[src/rtl/top_level_moving_average_if.sv]
// ---------------------------------------------------------------------------
// top_level_moving_average_if
// Board-side signal bundle for the moving-average demonstrator.
//   toggleBtn  : pushbutton, active-low, asynchronous to the clock
//   HEX3..HEX0 : seven-segment digits, active-low segments (bit0 = a .. bit6 = g)
//   LEDG       : status LEDs, active-high
// The master modport is the board/bench side and drives the button.
// The slave modport is the design side and drives the display.
// ---------------------------------------------------------------------------
interface top_level_moving_average_if;
  logic       toggleBtn;
  logic [6:0] HEX3;
  logic [6:0] HEX2;
  logic [6:0] HEX1;
  logic [6:0] HEX0;
  logic [7:0] LEDG;

  modport master (
    output toggleBtn,
    input  HEX3, HEX2, HEX1, HEX0, LEDG
  );

  modport slave (
    input  toggleBtn,
    output HEX3, HEX2, HEX1, HEX0, LEDG
  );
endinterface

[src/rtl/top_level_moving_average.sv]
// ---------------------------------------------------------------------------
// top_level_moving_average
// An internal 16-bit LFSR produces one pseudo-random sample every SAMPLE_DIV
// clocks. An N = 2**LOG2_N entry moving average is kept over those samples.
// The seven-segment digits show either the average (mode 0) or the latest raw
// sample (mode 1). Each debounced press of toggleBtn flips the mode.
//
// Ports
//   CLOCK_50 : system clock, all logic on the rising edge
//   reset_n  : synchronous, active-low reset
//   io       : slave side of top_level_moving_average_if
//              (toggleBtn in, HEX3..HEX0 out, LEDG out)
//
// LEDG layout: [7] mode, [6] window full, [5:3] zero, [2:0] write index.
// ---------------------------------------------------------------------------
module top_level_moving_average #(
  parameter int unsigned SAMPLE_DIV      = 1000,
  parameter int unsigned DEBOUNCE_CYCLES = 16,
  parameter int unsigned LOG2_N          = 3
) (
  input  logic                          CLOCK_50,
  input  logic                          reset_n,
  top_level_moving_average_if.slave     io
);

  localparam int unsigned N     = 1 << LOG2_N;
  localparam int unsigned SUM_W = 16 + LOG2_N;
  localparam int unsigned DIV_W = (SAMPLE_DIV > 1) ? $clog2(SAMPLE_DIV) : 1;
  localparam int unsigned DB_W  = $clog2(DEBOUNCE_CYCLES + 1);

  localparam logic [DIV_W-1:0] DIV_LAST  = DIV_W'(SAMPLE_DIV - 1);
  localparam logic [DB_W-1:0]  DB_LAST   = DB_W'(DEBOUNCE_CYCLES - 1);
  localparam logic [15:0]      LFSR_SEED = 16'hACE1;

  // Sample generator state
  logic [DIV_W-1:0]  div_q, div_d;
  logic [15:0]       lfsr_q, lfsr_d;

  // Averager state
  logic [15:0]       win_q [N];
  logic [15:0]       win_d [N];
  logic [SUM_W-1:0]  sum_q, sum_d;
  logic [LOG2_N-1:0] idx_q, idx_d;
  logic [15:0]       latest_q, latest_d;
  logic              full_q, full_d;

  // Button state
  logic              sync1_q, sync1_d;
  logic              sync2_q, sync2_d;
  logic              deb_q, deb_d;
  logic [DB_W-1:0]   db_cnt_q, db_cnt_d;
  logic              mode_q, mode_d;

  // Combinational helpers
  logic              tick;
  logic [15:0]       sample;
  logic [15:0]       avg;
  logic [15:0]       value;

  // Active-low seven-segment encoding, bit6..bit0 = g..a.
  function automatic logic [6:0] seg7(input logic [3:0] nib);
    logic [6:0] s;
    s = 7'b1111111;
    case (nib)
      4'h0: s = 7'b1000000;
      4'h1: s = 7'b1111001;
      4'h2: s = 7'b0100100;
      4'h3: s = 7'b0110000;
      4'h4: s = 7'b0011001;
      4'h5: s = 7'b0010010;
      4'h6: s = 7'b0000010;
      4'h7: s = 7'b1111000;
      4'h8: s = 7'b0000000;
      4'h9: s = 7'b0010000;
      4'hA: s = 7'b0001000;
      4'hB: s = 7'b0000011;
      4'hC: s = 7'b1000110;
      4'hD: s = 7'b0100001;
      4'hE: s = 7'b0000110;
      4'hF: s = 7'b0001110;
      default: s = 7'b1111111;
    endcase
    return s;
  endfunction

  // Sample tick, LFSR step and window update. On a tick the newly shifted
  // LFSR value enters the window slot at idx while the value it replaces is
  // subtracted from the running sum, so the sum always covers exactly the
  // last N samples (empty slots hold 0 during the fill phase).
  always_comb begin
    div_d    = div_q;
    lfsr_d   = lfsr_q;
    win_d    = win_q;
    sum_d    = sum_q;
    idx_d    = idx_q;
    latest_d = latest_q;
    full_d   = full_q;

    tick   = (div_q == DIV_LAST);
    sample = {lfsr_q[14:0], lfsr_q[15] ^ lfsr_q[13] ^ lfsr_q[12] ^ lfsr_q[10]};

    if (tick) begin
      div_d        = '0;
      lfsr_d       = sample;
      win_d[idx_q] = sample;
      sum_d        = sum_q + {{LOG2_N{1'b0}}, sample} - {{LOG2_N{1'b0}}, win_q[idx_q]};
      idx_d        = idx_q + 1'b1;
      latest_d     = sample;
      if (idx_q == {LOG2_N{1'b1}}) begin
        full_d = 1'b1;
      end
    end else begin
      div_d = div_q + 1'b1;
    end
  end

  // Button path: two-flop synchronizer, then a debouncer that only adopts the
  // synchronized level after it has disagreed for DEBOUNCE_CYCLES consecutive
  // cycles. A debounced falling edge (press) flips the display mode in the
  // same cycle that the debounced level changes.
  always_comb begin
    sync1_d  = io.toggleBtn;
    sync2_d  = sync1_q;
    deb_d    = deb_q;
    db_cnt_d = '0;
    mode_d   = mode_q;

    if (sync2_q != deb_q) begin
      if (db_cnt_q == DB_LAST) begin
        deb_d = sync2_q;
      end else begin
        db_cnt_d = db_cnt_q + 1'b1;
      end
    end

    if (deb_q && !deb_d) begin
      mode_d = ~mode_q;
    end
  end

  // State register. Reset wins over any tick or button event in the same
  // cycle and clears the whole window.
  always_ff @(posedge CLOCK_50) begin
    if (!reset_n) begin
      div_q    <= '0;
      lfsr_q   <= LFSR_SEED;
      for (int i = 0; i < int'(N); i++) begin
        win_q[i] <= '0;
      end
      sum_q    <= '0;
      idx_q    <= '0;
      latest_q <= '0;
      full_q   <= 1'b0;
      sync1_q  <= 1'b1;
      sync2_q  <= 1'b1;
      deb_q    <= 1'b1;
      db_cnt_q <= '0;
      mode_q   <= 1'b0;
    end else begin
      div_q    <= div_d;
      lfsr_q   <= lfsr_d;
      win_q    <= win_d;
      sum_q    <= sum_d;
      idx_q    <= idx_d;
      latest_q <= latest_d;
      full_q   <= full_d;
      sync1_q  <= sync1_d;
      sync2_q  <= sync2_d;
      deb_q    <= deb_d;
      db_cnt_q <= db_cnt_d;
      mode_q   <= mode_d;
    end
  end

  // Divide by N is a plain bit-select of the running sum (truncating).
  assign avg   = sum_q[SUM_W-1:LOG2_N];
  assign value = mode_q ? latest_q : avg;

  assign io.HEX3 = seg7(value[15:12]);
  assign io.HEX2 = seg7(value[11:8]);
  assign io.HEX1 = seg7(value[7:4]);
  assign io.HEX0 = seg7(value[3:0]);
  assign io.LEDG = {mode_q, full_q, 3'b000, 3'(idx_q)};

endmodule

[src/flat_wrapper.sv]
// flat-port wrapper written by rule: the top's interface ports become plain ports
module top_level_moving_average_flat 
#(
  parameter int unsigned SAMPLE_DIV      = 1000,
  parameter int unsigned DEBOUNCE_CYCLES = 16,
  parameter int unsigned LOG2_N          = 3
)
  (CLOCK_50, reset_n, io_toggleBtn, io_HEX3, io_HEX2, io_HEX1, io_HEX0, io_LEDG);
  top_level_moving_average_if io_i ();
  input  logic CLOCK_50;
  input  logic reset_n;
  input wire logic [$bits(io_i.toggleBtn)-1:0] io_toggleBtn;
  output wire logic [$bits(io_i.HEX3)-1:0] io_HEX3;
  output wire logic [$bits(io_i.HEX2)-1:0] io_HEX2;
  output wire logic [$bits(io_i.HEX1)-1:0] io_HEX1;
  output wire logic [$bits(io_i.HEX0)-1:0] io_HEX0;
  output wire logic [$bits(io_i.LEDG)-1:0] io_LEDG;
  assign io_i.toggleBtn = io_toggleBtn;
  assign io_HEX3 = io_i.HEX3;
  assign io_HEX2 = io_i.HEX2;
  assign io_HEX1 = io_i.HEX1;
  assign io_HEX0 = io_i.HEX0;
  assign io_LEDG = io_i.LEDG;
  top_level_moving_average #(.SAMPLE_DIV(SAMPLE_DIV), .DEBOUNCE_CYCLES(DEBOUNCE_CYCLES), .LOG2_N(LOG2_N)) u_core (.CLOCK_50(CLOCK_50), .reset_n(reset_n), .io(io_i));
endmodule
[config.mk]
export PLATFORM = sky130hd
export DESIGN_NAME = top_level_moving_average_flat
export DESIGN_NICKNAME = d
export VERILOG_FILES = /design/src/rtl/top_level_moving_average_if.sv /design/src/rtl/top_level_moving_average.sv /design/src/flat_wrapper.sv
export SDC_FILE = /design/constraint.sdc
export NUM_CORES = 1
export LEC_CHECK = 0
export CORE_MARGIN = 5
export CORE_UTILIZATION = 44
export DETAILED_ROUTE_END_ITERATION = 12
export DONT_BUFFER_PORTS = 1
export SLEW_MARGIN = 20
export SYNTH_ARGS = -nofsm -noshare
export SYNTH_HDL_FRONTEND = slang
export SYNTH_SLANG_ARGS = --single-unit
[constraint.sdc]
create_clock -name CLOCK_50 -period 3.6 [get_ports CLOCK_50]
set_input_delay 0.18 -clock CLOCK_50 [delete_from_list [all_inputs] [get_ports CLOCK_50]]
set_output_delay 0.18 -clock CLOCK_50 [all_outputs]
set_load 0.005 [all_outputs]
# == Word-level counts from Yosys, hierarchy flattened ==
# Memories as Yosys holds them, arrays and structs flattened.
# Index checks and enable logic that the tools add are counted.
# word_totals
reg_bits,202
latchBits,0
mem_bits_rw,0
mem_bits_ro,448
out_inout_bits,36
elab_cells,56
memories,4
# classes
n_addsub,5
n_mul,0
div_mod_pow,0
order_cmp,2
eq_ne,4
n_shift,0
mux,9
bitwise_logic,7
reduce_logical,6
# memory_table
memory,words,width,rd,rd_ports_with_merged_regs,wr,line_no,text
(no name shown),16,7,1,0,0,top_level_moving_average.sv:64,case (nib)
(no name shown),16,7,1,0,0,top_level_moving_average.sv:64,
(no name shown),16,7,1,0,0,top_level_moving_average.sv:64,
(no name shown),16,7,1,0,0,top_level_moving_average.sv:64,
# op_table
operator,count
$bwmux W128,1
$mux W16,4
$bmux W16 S3,1
$demux W16 S3,1
$add A19 B16 Y19,1
$sub A19 B16 Y19,1
$add A10 B1 Y10 const B,1
$eq A10 B10 Y1 const B,1
$add A5 B1 Y5 const B,1
$eq A5 B4 Y1 const B,1
$ge A4 B4 Y1 const B,1
$lt A4 B1 Y1 const B,1
$not A3 Y4,1
$add A3 B1 Y3 const B,1
$eq A3 B3 Y1 const B,1
$not A1 Y1,3
$reduce_or A3 Y1,1
$xor A1 B1 Y1,3
$logic_and A1 B1 Y1,2
$mux W1,2
$reduce_and A2 Y1,1
$reduce_or A2 Y1,1
$logic_not A1 Y1,1
$ne A1 B1 Y1,1

# == Longest topological paths before layout ==
# depth
ltp_word,6
ltp_mapped,16
depth_no_buf,14

# == Least setup slack after synthesis ==
# OpenSTA, ideal clock, no wires.
# synth_timing
kind,flip-flop to flip-flop
startpoint,register u_core.idx_q[0]
endpoint,register u_core.sum_q[18]
arrival_time_ps,3701
required_time_ps,3528
setup_slack_ps,-173
path_stages_with_launch,14
synth_period_minus_slack_ps,3773
cell_sequence,dfxtp_1 clkbuf_1 buf_2 mux4_2 mux2_2 fa_1 inv_1 ha_1 a21oi_1 o21ai_0 a31o_2 a21oi_1 mux2i_1 mux2i_1
# synth_between
elab_chain_len,5
# synth_rtl
element,line_no,text
start: declaration,top_level_moving_average.sv:43,"logic [LOG2_N-1:0] idx_q, idx_d;"
start signal: assignment,top_level_moving_average.sv:164,idx_q <= idx_d;
$not A3 Y4 (not written as such),top_level_moving_average.sv:106,"sum_d = sum_q + {{LOG2_N{1'b0}}, sample} - {{LOG2_N{1'b0}}, win_q[idx_q]};"
$bmux W16 S3,top_level_moving_average.sv:106,
$mux W16 (not written as such) (2 in a row),top_level_moving_average.sv:106,
$sub A19 B16 Y19,top_level_moving_average.sv:106,
end signal: assignment,top_level_moving_average.sv:163,sum_q <= sum_d;
end: declaration,top_level_moving_average.sv:42,"logic [SUM_W-1:0] sum_q, sum_d;"
# Every way passes these cells. The select of a mux whose other input is x is not followed.
# A chain may end at the register's enable or synchronous reset.

# == Worst setup path in the final report ==
# Same ends and word-level chain as after synthesis.

==> results by group <==
Status
  – Status: finished, final reports clean

STA
  – Endpoints failing setup: 0
  – Slew Limit Fails: 0
  – Period Utilization, post-route: 0.964
  – Slew HR: 0.316
  – Final number of hold-violating endpoints: 0
  – F_max: 288 MHz
  – Final Skew: approximately 0.014 ns
  – Minimum clock period: about 3.5 ns
  – Worst slew pin tran: 0.997 ns

Layout
  – NumNets Final: 1341
  – Storage cell area: 0.00389 mm2
  – Share of layout cells above drive strength 1: 0.135
  – Fillers: between 2000 and 2500
  – Layout Area Growth over Synthesis: 13.1%
  – Util after Layout: 0.508
  – Ant diodes: 0
  – Multi-input logic area: 0.00651 mm2

Synth
  – Area contributors post-synth: dfxtp_1 35%, nand2_1 9.9%, mux2i_1 6.7%
  – Post-synth EDFFs: 0
  – Cells after Synth: about 1300
  – #FFs+latches synth: 194
  – Syn. warnings: 0
  – Synth Flop Type: dfxtp_1
  – Synth cell types: 59
  – Yosys top cell area share: 0.355
  – Seq/Total Area, Yosys: 0.355
  – Syn_area_per_cell: 8.60 um2
  – Async SR Flop Fraction: 0
  – Mapped cell area: 0.0110 mm2
  – Top cell type by total area after synthesis: dfxtp_1
  – Most instantiated cells after synthesis: 290 x nand2_1, 194 x dfxtp_1, 73 x inv_1, 73 x mux2i_1, 69 x a21boi_0
  – Dominant cell by count in the synthesized netlist: nand2_1

Routing
  – Vias per Instance: between 5 and 6
  – Vias post-DR: 8623
  – ANT nets after route: 0
  – Final WL: 28400 um
  – Drt initial violations: about 670
  – Drt pass-1 iters: 5
  – Drt wl/cell: roughly 18 um
  – DRC: 0

Clock tree
  – Sink Count: between 150 and 200
  – Worst-skew pair later-pin latency: 0.44 ns
  – Maximum clock insertion buffer count: 2
  – H-tree depth: 4
  – TritonCTS clock tree: built
  – Root Driver: clkbuf_16
  – Worst-path clk slew: 0.07 ns
  – Num CTS Buffers: 17

Worst hold path
  – Hold Path Origin: reset_n
  – Hold/Removal Path Class: input pin to flip-flop

Setup path
  – Worst Path Arrival: roughly 3.8 ns
  – Crit Path Class: flip-flop to flip-flop
  – Worst setup SP type: flip-flop
  – Max FO, Critical Path: 8
  – Critical Path End Type: flip-flop
  – R2R setup slack: between 0.1 and 0.15 ns
  – RR Startpoint: u_core.idx_q[0]
  – Data required time of the critical path: approximately 4.0 ns
  – CP Launch Point: u_core.idx_q[0]

GRT
  – Pin count of the biggest net entering global routing: 188
  – Vias in the first global route: slightly above 8000
  – Total GRT Usage: 0.197
  – First-pass GRT wire length: 45000 um
  – GRT overflow: 0
  – Initial antenna violation count: 0

Power
  – Sw Pwr: 0.000950 W
  – Sw frac: 0.230
  – Combinational Power Share: 0.016
  – Clock Power Share: 0.463
  – Internal Pwr Total: 0.00317 W
  – Pwr dens: approximately 330 mW/mm2
  – Total power: 0.00412 W
  – Leak Pwr: between 4 and 5 nW
  – Max VDD drop: 346 uV
  – Reg power frac: 0.522

Die
  – Initial Util: 0.449
  – Height of the chip: roughly 170 um
  – FP Rows: 57
  – IO Pins: 39
  – Core region area: 0.0244 mm2
  – Die area: approximately 0.028 mm2
  – Die Wd: 168 um

Placed design
  – GP Congestion: 0.866
  – IO buf count: 0
  – Post-DP HPWL: 18500 um

Flow run
  – Max-cap viol count: 0
[layout make-up]
class	instances	area share
clock buffer	18	0.0355
clock inverter	14	0.0116
inverter	73	0.0221
multi-input combinational	912	0.526
sequential	194	0.314
tap	324	0.0327
timing repair buffer	76	0.0579
[routing by layer]
layer  vias to the layer above  global-route usage  part of all wire  routed length [um]
li1                       4277                   -                 -                   -
met1                      4184               0.278              0.49               13900
met2                       142               0.319              0.47               13200
met3                        20              0.0325             0.036                1010
met4                         0              0.0388            0.0085                 240
met5                         -                   0                 0                   0
[sequential cells by signal, summed over array words and instances (netlist names)]
signal and count:
u_core.sum_q 19, u_core.mode_q 1, u_core.div_q 10, u_core.deb_q 1, u_core.sync1_q 1, u_core.db_cnt_q 5
u_core.lfsr_q 8, u_core.idx_q 3, u_core.full_q 1, u_core.win_q 128, u_core.sync2_q 1, u_core.latest_q 16
[stage by stage]
step | instances | cell area [um2] | hold WS, ns | worst slack [ns] | TNS (ns)
CTS | 1607 | 12200 | 0.0117 | 0.00665 | 0
finish | 1611 | 12400 | 0.0279 | 0.130 | 0
global route | 1611 | 12400 | 0.0295 | -0.00818 | -0.00818
detailed placement | 1570 | 11500 | 0.270 | -0.117 | -0.384
floorplan | 1275 | 11000 | 0.281 | -0.00981 | -0.00981
global placement | 1570 | 11500 | 0.261 | 0.00550 | 0
[critical path, cell delays in order (launching register included)]
cell	delay [ns]
dfxtp_4	0.41
buf_12	0.15
buf_4	0.11
mux4_2	0.51
mux2_2	0.31
fa_1	0.48
inv_1	0.04
ha_1	0.33
a21oi_1	0.13
o21ai_0	0.09
a31o_2	0.24
a21oi_4	0.14
mux2i_1	0.26
mux2i_1	0.20
[cell families after synthesis]
| logic type | count (synthesis) | share of synthesized area |
|---|---|---|
| simple gates | 462 | 0.192 |
| other cells | 1 | 0.000342 |
| compound gates | 254 | 0.162 |
| buf+inv | 169 | 0.0644 |
| xor+xnor | 23 | 0.0184 |
| flops | 194 | 0.355 |
| mux | 106 | 0.124 |
| fa+ha+maj | 64 | 0.0841 |
[final timing paths]
kind | endpoint | cells after the start
setup / recovery | u_core.sum_q[18] | 13
hold / removal | u_core.sum_q[17] | 3
setup reg to reg | u_core.sum_q[18] | 13
hold reg to reg | u_core.win_q[7] | 2
[timing repair]
| action | CTS | global route |
|---|---|---|
| pin swaps | 0 | 6 |
| hold buffers | 3 | 0 |
| cloned | 0 | 2 |
| setup buffers | 2 | 2 |
| endpoints found under the hold margin | 183 | 0 |
| endpoints found under the setup margin | 9 | 10 |
| gates resized for setup | 0 | 28 |
[layout by cell type (no fill, tap or decap), drive strengths merged, types with 27 or more instances in the layout]
master,instances
dfxtp,194
nor2b,38
nand2,290
nand3,27
a21boi,119
a21oi,31
mux2i,73
inv,79
nor2,44
buf,72
ha,48
o21ai,32
[power groups by stage]
stage / registers, W / clock network, W / logic (W)
6_report: 0.00215 / 0.00191 / 0.0000644
5_1_grt: 0.00215 / 0.00203 / 0.0000693
4_1_cts: 0.00215 / 0.00194 / 0.0000644
3_5_place_dp: 0.00220 / 0 / 0.0000296
3_3_place_gp: 0.00220 / 0 / 0.0000291
2_1_floorplan: 0.00220 / 0 / 0.0000531
No activity file was read; power rests on OpenSTA's default activity.
